File: config.mk
export PLATFORM = sky130hd
export DESIGN_NAME = booth_mult_seq_flat
export DESIGN_NICKNAME = d
export VERILOG_FILES = /design/src/rtl/booth_mult_seq_pkg.sv /design/src/rtl/booth_mult_seq_if.sv /design/src/rtl/booth_mult_seq_encoder.sv /design/src/rtl/booth_mult_seq.sv /design/src/flat_wrapper.sv
export SDC_FILE = /design/constraint.sdc
export NUM_CORES = 1
export LEC_CHECK = 0
export ABC_CLOCK_PERIOD_IN_PS = 2200
export CAP_MARGIN = 20
export CORE_MARGIN = 2
export CORE_UTILIZATION = 40
export CTS_CLUSTER_SIZE = 40
export DETAILED_ROUTE_END_ITERATION = 12
export PLACE_DENSITY = 0.7
export SYNTH_ARGS = -nofsm -noshare
export SYNTH_HDL_FRONTEND = slang
export SYNTH_SLANG_ARGS = --single-unit
File: constraint.sdc
create_clock -name clock -period 2.2 [get_ports clock]
set_input_delay 0.33 -clock clock [delete_from_list [all_inputs] [get_ports clock]]
set_output_delay 0.33 -clock clock [all_outputs]
set_load 0.005 [all_outputs]
File: src/rtl/booth_mult_seq_pkg.sv
`default_nettype none
// ============================================================================
//  Module      : mult_pkg
//  Description : Shared state encoding, Booth op codes and iteration-count
//                helper for the sequential radix-4 Booth multiplier.
//  Revision    : 1.0 - initial release
// ============================================================================
package mult_pkg;

   // Controller states
   typedef enum logic [1:0] {
      ST_IDLE = 2'd0,
      ST_RUN  = 2'd1,
      ST_DONE = 2'd2
   } state_t;

   // Multiple of M selected by one radix-4 Booth digit
   typedef enum logic [2:0] {
      OP_ZERO = 3'd0,
      OP_PM   = 3'd1,
      OP_P2M  = 3'd2,
      OP_NM   = 3'd3,
      OP_N2M  = 3'd4
   } booth_op_t;

   localparam int DEFAULT_WIDTH = 32;
   localparam int DEFAULT_ITERS = DEFAULT_WIDTH / 2;

   // Two multiplier bits are retired per iteration
   function automatic int iter_count(input int width);
      return width / 2;
   endfunction

   // Standard radix-4 recoding of an overlapping 3-bit window {q[i+1], q[i], q[i-1]}
   function automatic booth_op_t booth_decode(input logic [2:0] bits);
      booth_op_t op;
      case (bits)
         3'b001, 3'b010: op = OP_PM;
         3'b011:         op = OP_P2M;
         3'b100:         op = OP_N2M;
         3'b101, 3'b110: op = OP_NM;
         default:        op = OP_ZERO;
      endcase
      return op;
   endfunction

endpackage
`default_nettype wire

File: src/rtl/booth_mult_seq_if.sv
`default_nettype none
// ============================================================================
//  Module      : booth_mult_seq_if
//  Description : Start/done request bus plus the external adder hookup of the
//                sequential Booth multiplier.
//  Revision    : 1.0 - initial release
// ============================================================================
interface booth_mult_seq_if #(
   parameter int WIDTH = 32,
   parameter int AW    = WIDTH + 2
);
   logic             start;
   logic [WIDTH-1:0] multiplicand;
   logic [WIDTH-1:0] multiplier;
   logic             busy;
   logic             done;
   logic [WIDTH-1:0] product;
   logic             overflow;
   logic [AW-1:0]    add_a;
   logic [AW-1:0]    add_b;
   logic             add_cin;
   logic [AW-1:0]    add_sum;

   // Requester side (also supplies the adder result)
   modport master (
      output start, multiplicand, multiplier, add_sum,
      input  busy, done, product, overflow, add_a, add_b, add_cin
   );

   // Multiplier side
   modport slave (
      input  start, multiplicand, multiplier, add_sum,
      output busy, done, product, overflow, add_a, add_b, add_cin
   );
endinterface
`default_nettype wire

File: src/rtl/booth_mult_seq_encoder.sv
`default_nettype none
// ============================================================================
//  Module      : booth_r4_encoder
//  Description : Combinational radix-4 Booth digit encoder. Produces the adder
//                B operand (ones-complemented when subtracting) and carry-in.
//  Revision    : 1.0 - initial release
// ============================================================================
module booth_r4_encoder
   import mult_pkg::*;
#(
   parameter int AW = 34
) (
   input  logic [2:0]    bits,
   input  logic [AW-1:0] mreg,
   output logic [AW-1:0] add_b,
   output logic          add_cin
);

   logic [AW-1:0] w_two_m;
   booth_op_t     w_op;

   assign w_two_m = {mreg[AW-2:0], 1'b0};
   assign w_op    = booth_decode(bits);

   // Subtraction is ~X + 1, the +1 arriving through the adder carry-in
   always_comb begin
      add_b   = '0;
      add_cin = 1'b0;
      case (w_op)
         OP_PM:  add_b = mreg;
         OP_P2M: add_b = w_two_m;
         OP_NM:  begin add_b = ~mreg;    add_cin = 1'b1; end
         OP_N2M: begin add_b = ~w_two_m; add_cin = 1'b1; end
         default: ;
      endcase
   end

endmodule
`default_nettype wire

File: src/rtl/booth_mult_seq.sv
`default_nettype none
// ============================================================================
//  Module      : booth_mult_seq
//  Description : Sequential signed radix-4 Booth multiplier. One Booth digit
//                per cycle through an external adder; returns the low WIDTH
//                product bits and an overflow flag.
//  Revision    : 1.0 - initial release
// ============================================================================
module booth_mult_seq
   import mult_pkg::*;
#(
   parameter int WIDTH = 32,
   parameter int AW    = WIDTH + 2
) (
   input  logic            clock,
   input  logic            reset_n,
   booth_mult_seq_if.slave bus
);

   localparam int c_iters = iter_count(WIDTH);
   localparam int c_cnt_w = $clog2(c_iters) + 1;

   state_t               r_state;
   state_t               w_state_next;
   logic [AW-1:0]        r_acc;
   logic [AW-1:0]        r_mreg;
   logic [WIDTH:0]       r_qreg;
   logic [c_cnt_w-1:0]   r_cnt;
   logic [WIDTH-1:0]     r_product;
   logic                 r_overflow;

   logic [AW-1:0]        w_enc_b;
   logic                 w_enc_cin;
   logic [AW+WIDTH-1:0]  w_wide;
   logic signed [AW+WIDTH-1:0] w_shifted;
   logic [AW-1:0]        w_acc_next;
   logic [WIDTH-1:0]     w_q_next;
   logic                 w_last;
   logic                 w_accept;

   booth_r4_encoder #(.AW(AW)) u_enc (
      .bits    (r_qreg[2:0]),
      .mreg    (r_mreg),
      .add_b   (w_enc_b),
      .add_cin (w_enc_cin)
   );

   // Sum and the unconsumed multiplier bits shift right two places as one word
   assign w_wide     = {bus.add_sum, r_qreg[WIDTH:1]};
   assign w_shifted  = $signed(w_wide) >>> 2;
   assign w_acc_next = w_shifted[AW+WIDTH-1:WIDTH];
   assign w_q_next   = w_shifted[WIDTH-1:0];
   assign w_last     = (r_cnt == c_cnt_w'(c_iters - 1));
   assign w_accept   = bus.start && ((r_state == ST_IDLE) || (r_state == ST_DONE));

   assign bus.product  = r_product;
   assign bus.overflow = r_overflow;

   // State register
   always_ff @(posedge clock or negedge reset_n) begin
      if (!reset_n) r_state <= ST_IDLE;
      else          r_state <= w_state_next;
   end

   // Next-state logic plus handshake and adder-operand outputs
   always_comb begin
      w_state_next = r_state;
      bus.busy     = 1'b0;
      bus.done     = 1'b0;
      bus.add_a    = '0;
      bus.add_b    = '0;
      bus.add_cin  = 1'b0;
      case (r_state)
         ST_IDLE: if (bus.start) w_state_next = ST_RUN;
         ST_RUN: begin
            bus.busy    = 1'b1;
            bus.add_a   = r_acc;
            bus.add_b   = w_enc_b;
            bus.add_cin = w_enc_cin;
            if (w_last) w_state_next = ST_RUN == ST_RUN ? ST_DONE : ST_DONE;
         end
         ST_DONE: begin
            bus.done     = 1'b1;
            w_state_next = bus.start ? ST_RUN : ST_IDLE;
         end
         default: w_state_next = ST_IDLE;
      endcase
   end

   // Operand load on accept, one Booth iteration per RUN cycle, result capture on the last
   always_ff @(posedge clock or negedge reset_n) begin
      if (!reset_n) begin
         r_acc      <= '0;
         r_mreg     <= '0;
         r_qreg     <= '0;
         r_cnt      <= '0;
         r_product  <= '0;
         r_overflow <= 1'b0;
      end else if (w_accept) begin
         r_acc  <= '0;
         r_mreg <= {{(AW-WIDTH){bus.multiplicand[WIDTH-1]}}, bus.multiplicand};
         r_qreg <= {bus.multiplier, 1'b0};
         r_cnt  <= '0;
      end else if (r_state == ST_RUN) begin
         r_acc          <= w_acc_next;
         r_qreg[WIDTH:1] <= w_q_next;
         r_qreg[0]      <= r_qreg[2];
         r_cnt          <= r_cnt + c_cnt_w'(1);
         if (w_last) begin
            r_product  <= w_q_next;
            r_overflow <= (w_acc_next != {AW{w_q_next[WIDTH-1]}});
         end
      end
   end

endmodule
`default_nettype wire
File: src/flat_wrapper.sv
// flat-port wrapper written by rule: the top's interface ports become plain ports
module booth_mult_seq_flat import mult_pkg::*;
#(
   parameter int WIDTH = 32,
   parameter int AW    = WIDTH + 2
)
  (clock, reset_n, bus_start, bus_multiplicand, bus_multiplier, bus_add_sum, bus_busy, bus_done, bus_product, bus_overflow, bus_add_a, bus_add_b, bus_add_cin);
  booth_mult_seq_if #(.WIDTH(WIDTH), .AW(AW)) bus_i ();
  input  logic clock;
  input  logic reset_n;
  input wire logic [$bits(bus_i.start)-1:0] bus_start;
  input wire logic [$bits(bus_i.multiplicand)-1:0] bus_multiplicand;
  input wire logic [$bits(bus_i.multiplier)-1:0] bus_multiplier;
  input wire logic [$bits(bus_i.add_sum)-1:0] bus_add_sum;
  output wire logic [$bits(bus_i.busy)-1:0] bus_busy;
  output wire logic [$bits(bus_i.done)-1:0] bus_done;
  output wire logic [$bits(bus_i.product)-1:0] bus_product;
  output wire logic [$bits(bus_i.overflow)-1:0] bus_overflow;
  output wire logic [$bits(bus_i.add_a)-1:0] bus_add_a;
  output wire logic [$bits(bus_i.add_b)-1:0] bus_add_b;
  output wire logic [$bits(bus_i.add_cin)-1:0] bus_add_cin;
  assign bus_i.start = bus_start;
  assign bus_i.multiplicand = bus_multiplicand;
  assign bus_i.multiplier = bus_multiplier;
  assign bus_i.add_sum = bus_add_sum;
  assign bus_busy = bus_i.busy;
  assign bus_done = bus_i.done;
  assign bus_product = bus_i.product;
  assign bus_overflow = bus_i.overflow;
  assign bus_add_a = bus_i.add_a;
  assign bus_add_b = bus_i.add_b;
  assign bus_add_cin = bus_i.add_cin;
  booth_mult_seq #(.WIDTH(WIDTH), .AW(AW)) u_core (.clock(clock), .reset_n(reset_n), .bus(bus_i));
endmodule
# [Word level (Yosys, flattened, before mapping)]
# Index checks and enable logic that the tools add are counted.
[word_totals] register_bits=139 latch_bits=0 mem_bits_rw=0 romBits=0 input_bits=101 wordCells=54 mem_count=0
[classes] addsub=1 n_mul=0 div=0 order_cmp=0 n_eq_ne=16 shift=0 mux=18 n_bitwise=3 reduce_logical=9
[ops] cell="$mux 34" count=4
[ops] cell="$pmux 34 s4" count=1
[ops] cell="$not 34->34" count=2
[ops] cell="$mux 33" count=2
[ops] cell="$ne 34x34->1" count=1
[ops] cell="$eq 3x2->1 const B" count=4
[ops] cell="$eq 3x3->1 const B" count=4
[ops] cell="$pmux 3 s4" count=1
[ops] cell="$mux 5" count=2
[ops] cell="$eq 3x1->1 const B" count=2
[ops] cell="$pmux 2 s3" count=1
[ops] cell="$reduce_or 2->1" count=3
[ops] cell="$add 5x1->5 const B" count=1
[ops] cell="$eq 5x4->1 const B" count=1
[ops] cell="$mux 1" count=5
[ops] cell="$mux 2" count=2
[ops] cell="$reduce_and 3->1" count=1
[ops] cell="$eq 2x1->1 const B" count=1
[ops] cell="$eq 2x2->1 const B" count=1
[ops] cell="$logic_not 2->1" count=1
[ops] cell="$ne 2x1->1 const B" count=1
[ops] cell="$ne 2x2->1 const B" count=1
[ops] cell="$reduce_and 2->1" count=1
[ops] cell="$reduce_bool 2->1" count=1
[ops] cell="3 further kinds" count=3

# [Longest topological paths before layout]
[depth] depth_word=7 ltp_mapped=7

# [Hierarchy]
# From an unflattened synthesis, not the netlist that was laid out.
[unflattened] cells_unflattened=722 hier_area_um2=7189.4
[by_module_without_submodules] mod="booth_mult_seq" n_inst=1 cells_each=591 area_per_inst_um2=5947.0 seq_area_each_um2=3428.3
[by_module_without_submodules] mod="booth_r4_encoder" n_inst=1 cells_each=131 area_per_inst_um2=1242.4 seq_area_each_um2=0.0

# [Worst setup path before layout]
# OpenSTA, ideal clock, no wires.
[synth_path] path_type="reg2reg" start="reg u_core.r_cnt[0]" end="reg u_core.r_product[10] (netlist: u_core.bus.product[10])" setup_ns=0.128 arrival_ns=1.710 required_time_ns=2.072 setup_slack_ns=0.362 path_stages_with_launch=7 path_cell_list="dfrtp_1 -> ha_1 -> and3_1 -> ha_1 -> nand2_1 -> buf_2 -> mux2_1"
[synth_between] elab_chain_cells=2
[synth_rtl] element="from (decl)" line="booth_mult_seq.sv:28" rtl="logic [c_cnt_w-1:0] r_cnt;"
[synth_rtl] element="from (signal assigned)" line="booth_mult_seq.sv:108" rtl="r_cnt <= r_cnt + c_cnt_w'(1);"
[synth_rtl] element="$eq 5x4->1" line="booth_mult_seq.sv:53" rtl="assign w_last = (r_cnt == c_cnt_w'(c_iters - 1));"
[synth_rtl] element="$reduce_and 3->1 (no line)"
[synth_rtl] element="to (signal assigned)" line="booth_mult_seq.sv:110" rtl="r_product <= w_q_next;"
[synth_rtl] element="to (decl)" line="booth_mult_seq.sv:29" rtl="logic [WIDTH-1:0] r_product;"
# Every way passes these cells.
# A chain may end at the register's enable or synchronous reset.

# [Worst setup path after layout]
[layout_path] start="reg u_core.r_qreg[1]" end="out bus_add_b[18]"
[layout_between] elab_chain_cells=6 word_cells_on_any_way=15 cone_classes="eq/ne (10); mux (3); reduce/logical (2)"
[layout_rtl] element="from (decl)" line="booth_mult_seq.sv:27" rtl="logic [WIDTH:0] r_qreg;"
[layout_rtl] element="from (signal assigned)" line="booth_mult_seq.sv:102" rtl="r_qreg <= {bus.multiplier, 1'b0};"
[layout_rtl] element="from (signal, indexed assignment)" line="booth_mult_seq.sv:106" rtl="r_qreg[WIDTH:1] <= w_q_next;"
[layout_rtl] element="$eq 3x3->1 (tied with other cells)" line="booth_mult_seq_pkg.sv:37" rtl="case (bits)"
[layout_rtl] element="$reduce_or 2->1" line="booth_mult_seq_pkg.sv:37"
[layout_rtl] element="$pmux 3 s4 (*)" line="booth_mult_seq_pkg.sv:37"
[layout_rtl] element="$eq 3x3->1 (tied with other cells)" line="booth_mult_seq_encoder.sv:29" rtl="case (w_op)"
[layout_rtl] element="$pmux 34 s4 (*)" line="booth_mult_seq_encoder.sv:29"
[layout_rtl] element="$mux 34 (*)" line="booth_mult_seq.sv:73" rtl="case (r_state)"
[layout_rtl] element="to (decl)" line="flat_wrapper.sv:20" rtl="output wire logic [$bits(bus_i.add_b)-1:0] bus_add_b;"
# Mark *: on every way between the ends. The rest lies on a longest branch, timed or not.

==> impl_summary.log <==
[metrics] reported max-cap violation count: 0
[metrics] ys flop type: sky130_fd_sc_hd__dfrtp_1
[metrics] # rows: 46
[metrics] via count of the first global-routing pass: 5870
[metrics] share of cells above drive strength 1: between 10% and 20%
[metrics] number of enable flip-flop cells after synthesis: 0
[metrics] TritonCTS Buffers: 17
[metrics] total nets after synthesis: 807
[metrics] first-pass GRT wire length: 31400 um
[metrics] port bufs: a little over 200
[metrics] Critical Path AT: 2.06 ns
[metrics] flops & latches, synth: 137
[metrics] number of hold violations in the final report: 0
[metrics] insertion delay to the later sink of the worst-skew pair: between 0.4 and 0.5 ns
[metrics] final layout net count: 1026
[metrics] Critical Path RT: ~1.9 ns
[metrics] minimum clock period: 2.39 ns
[metrics] worst hold margin: between 0.3 and 0.4 ns
[metrics] detailed-route via count: 6052
[metrics] Worst-path clk slew: around 0.060 ns
[metrics] Final setup violation count: 30
[metrics] distinct cell type count of the synthesized netlist: 36
[metrics] part of the total power dissipated in sequential elements: between 20 and 30%
[metrics] Routability Congestion: approximately 0.79
[metrics] average vias per placed instance: 5.25
[metrics] clk sink count: 137
[metrics] max-slew violation total from the final report: 0
[metrics] worst min-delay path category: primary input to asynchronous set/reset pin
[metrics] floorplan die area: about 18000 um^2
[metrics] power per standard cell area: approximately 1600 nW/um^2
[metrics] power share of the combinational group: 51.3%
[metrics] Max VDD drop: between 0.8 and 0.9 mV
[metrics] starting density of the core: roughly 41%
[metrics] cell family with the largest share of critical-path delay: simple AND/OR/NAND/NOR gates
[metrics] relative area change from synthesis to final layout: 55.3%
[metrics] buffers plus inverters on the worst setup path: 4
[metrics] leading cell types by count after synthesis: sky130_fd_sc_hd__nand2_1 (161), sky130_fd_sc_hd__dfrtp_1 (137), sky130_fd_sc_hd__nor2_1 (101)
[metrics] Clock H-tree levels: 4
[metrics] power share of the clock group: around 20%
[metrics] core region area: 16000 um^2
[metrics] CP cell instances: buf_12 > or3b_4 > buf_8 > buf_6 > nor2_4 > a221oi_2 > nor2_1 > buf_2
[metrics] GR peak layer: met2
[metrics] Worst Setup Path Type: flip-flop to output pin
[metrics] post-synth design cell area: 6610 um^2
[metrics] DR DRC count: 0
[metrics] critical path capture point type: output pin
[metrics] worst slew margin relative to its limit: between 30% and 40%
[metrics] fin crit share: 109%
[metrics] Post-Synthesis Cells: 704
[metrics] Static Leak: 4.80 nW
[metrics] fraction of synthesis flops using an asynchronous set or reset pin: 100%
[metrics] Critical-path top delay cell: sky130_fd_sc_hd__or3b_4
[metrics] net switching power figure: 6.11 mW
[metrics] RSZ-0062 raised after global routing: yes
[metrics] crit path setup slack, layout: -0.187 ns
[metrics] worst setup skew after layout: about 0.0077 ns
[metrics] violations in the final reports: negative setup slack
[metrics] antenna violations before repair: 0
[metrics] IO Pins: 205
[metrics] met1 usage: about 29%
[metrics] met3 Resource Use GR: under 10%
[metrics] iteration count of the initial detailed-routing pass: 5
[metrics] largest driver fanout on the critical path: 7
[metrics] pin count of the biggest net entering global routing: 47
[metrics] highest clock frequency the design can meet: around 420 MHz
[metrics] initial DRC count: between 200 and 300
[metrics] design internal power: roughly 10 mW
[metrics] residual antenna-violating net count after detailed routing: 0
[metrics] buffer levels on the longest clock path: 2
[metrics] slew at the pin closest to its max-slew limit: a little under 1 ns
[metrics] hpwl dp: approximately 12000 um
[metrics] largest area contributor in the netlist: sky130_fd_sc_hd__dfrtp_1
[metrics] share of total power consumed by net switching: a little under two fifths
[metrics] PnR Total Power: 16.6 mW
[metrics] startpoint class of the critical path: flip-flop
[metrics] Root Driver: sky130_fd_sc_hd__clkbuf_16
[metrics] run status: complete, but fails checks
[metrics] cell types occupying the most area after synthesis: sky130_fd_sc_hd__dfrtp_1 (52%), sky130_fd_sc_hd__nand2_1 (9.1%), sky130_fd_sc_hd__nor2_1 (5.7%)
[metrics] mean post-synth cell area: 9.38 um^2
[metrics] clock tree from TritonCTS: done
[metrics] met2 usage in global routing: between 30% and 40%
[metrics] share of Yosys cell area claimed by the top area cell type: just over 50%
[metrics] share of synthesized area occupied by flip-flops and latches: about half
[metrics] most instantiated library cell after synthesis: sky130_fd_sc_hd__nand2_1
[metrics] total routed wirelength: just under 20000 um
[metrics] mean routed wirelength per cell: approximately 17 um
[metrics] vertical extent of the die: 133 um
[metrics] GRT Resource Usage Total: between 20% and 30%
[metrics] Finished Core Util: between 60 and 70%
[metrics] warnings from Yosys: 0
[metrics] maximum cell stage delay along the critical path: 0.44 ns
[metrics] total gr overflow: 0
[metrics] total inserted antenna cells: 0
[metrics] overall die width: approximately 130 um
==> flip-flops by register name (all words and copies together) (netlist names) <==
| register | count |
|---|---|
| u_core.bus.product | 32 |
| u_core.r_mreg | 32 |
| u_core.r_cnt | 5 |
| u_core.r_acc | 32 |
| u_core.r_state | 2 |
| u_core.r_qreg | 33 |
| u_core.bus.overflow | 1 |
==> power by group through the flow <==
stage                     Combinational [mW]  Clock [mW]  Sequential, mW
final                                   8.49        3.30            4.76
after global routing                    9.25        3.47            4.91
after CTS                               8.21        3.34            4.70
after detailed placement                7.81           0            4.63
after global placement                  7.74           0            4.62
after floorplan                         3.93           0            4.41
==> final timing paths <==
check                                           from                end  slack [ns]  cells after the start
min in group clock              bus_multiplicand[20]  u_core.r_mreg[20]        0.44                      3
worst min register to register       u_core.r_cnt[3]    u_core.r_cnt[3]        0.47                      1
worst max register to register     u_core.r_state[0]    u_core.r_cnt[2]        0.23                      6
worst min-delay path                         reset_n   u_core.r_acc[10]        0.39                      2
worst max-delay path                u_core.r_qreg[1]      bus_add_b[18]       -0.19                      8
max in group asynchronous                    reset_n  u_core.r_qreg[12]        1.20                      3
==> area by class of cell <==
type | count | area (um^2)
Sequential cell | 137 | 3430
Timing Repair Buffer | 257 | 2570
Inverter | 3 | 23.8
Clock inverter | 11 | 216
Fill cell | 1341 | 5740
Clock buffer | 21 | 470
Tap cell | 216 | 270
Multi-Input combinational cell | 507 | 3280
==> worst reg2reg max path: stages (launching register included) <==
cell                       delay, ns
sky130_fd_sc_hd__dfrtp_2        0.45
sky130_fd_sc_hd__nand2b_4       0.13
sky130_fd_sc_hd__clkinv_8       0.09
sky130_fd_sc_hd__buf_16         0.17
sky130_fd_sc_hd__nor2_4         0.75
sky130_fd_sc_hd__o21ai_0        0.21
sky130_fd_sc_hd__o21ai_1        0.11
==> per-layer routing <==
layer	routed length, um	share of wire (%)
met1	8390	43
met5	0	0
met4	355	1.8
met3	1530	7.7
met2	9450	48
==> what timing repair did <==
action,CTS,global route
hold buffers,1,0
gates cloned,4,0
setup endpoints to repair,69,52
resized for setup,200,65
pin swaps,10,9
setup buffers,12,7
hold endpoints to repair,42,0
==> through the flow <==
| stage | setup slack, ns | area (um^2) | TNS [ns] | instances |
|---|---|---|---|---|
| 5_1_grt | -0.285 | 10300 | -5.43 | 1152 |
| 3_5_place_dp | 0.0476 | 9000 | 0 | 1096 |
| 6_report | -0.187 | 10300 | -2.98 | 1152 |
| 4_1_cts | -0.210 | 10100 | -2.93 | 1145 |
| 3_3_place_gp | 0.0736 | 9000 | 0 | 1096 |
| 2_1_floorplan | 0.362 | 6610 | 0 | 704 |
==> cell families (layout without fill, tap and decap cells) <==
kind of cell	Yosys count	count (layout)	share of synthesized area, %
AO/OA/AOI/OAI	110	110	12.9
XOR/XNOR	33	33	4.38
AND/OR/NAND/NOR	330	330	21.2
flip-flops	137	137	51.9
buffers and inverters	60	292	3.79
multiplexers	32	32	5.45
adder cells (fa/ha/maj)	2	2	0.379
==> cells in the final DEF (no fill, tap or decap), drive strengths merged, types with 2 or more instances in the layout <==
cell,count
xor2,32
a31oi,27
nor3b,2
clkinv,6
clkdlybuf4s50,134
nand4,5
bufinv,6
a21oi,2
dlymetal6s2s,18
o22ai,6
inv,2
and2,32
nor2b,3
or4,2
buf,80
nor2,101
nand2b,3
mux2,32
o21ai,6
and3,3
a22oi,3
nand2,161
dlygate4sd2,17
dfrtp,137
clkbuf,26
a221oi,31
nand3,5
nor3,6
or3,2
ha,2
a22o,34
nor4,4
Note: power is estimated with default switching activity, not from simulation.
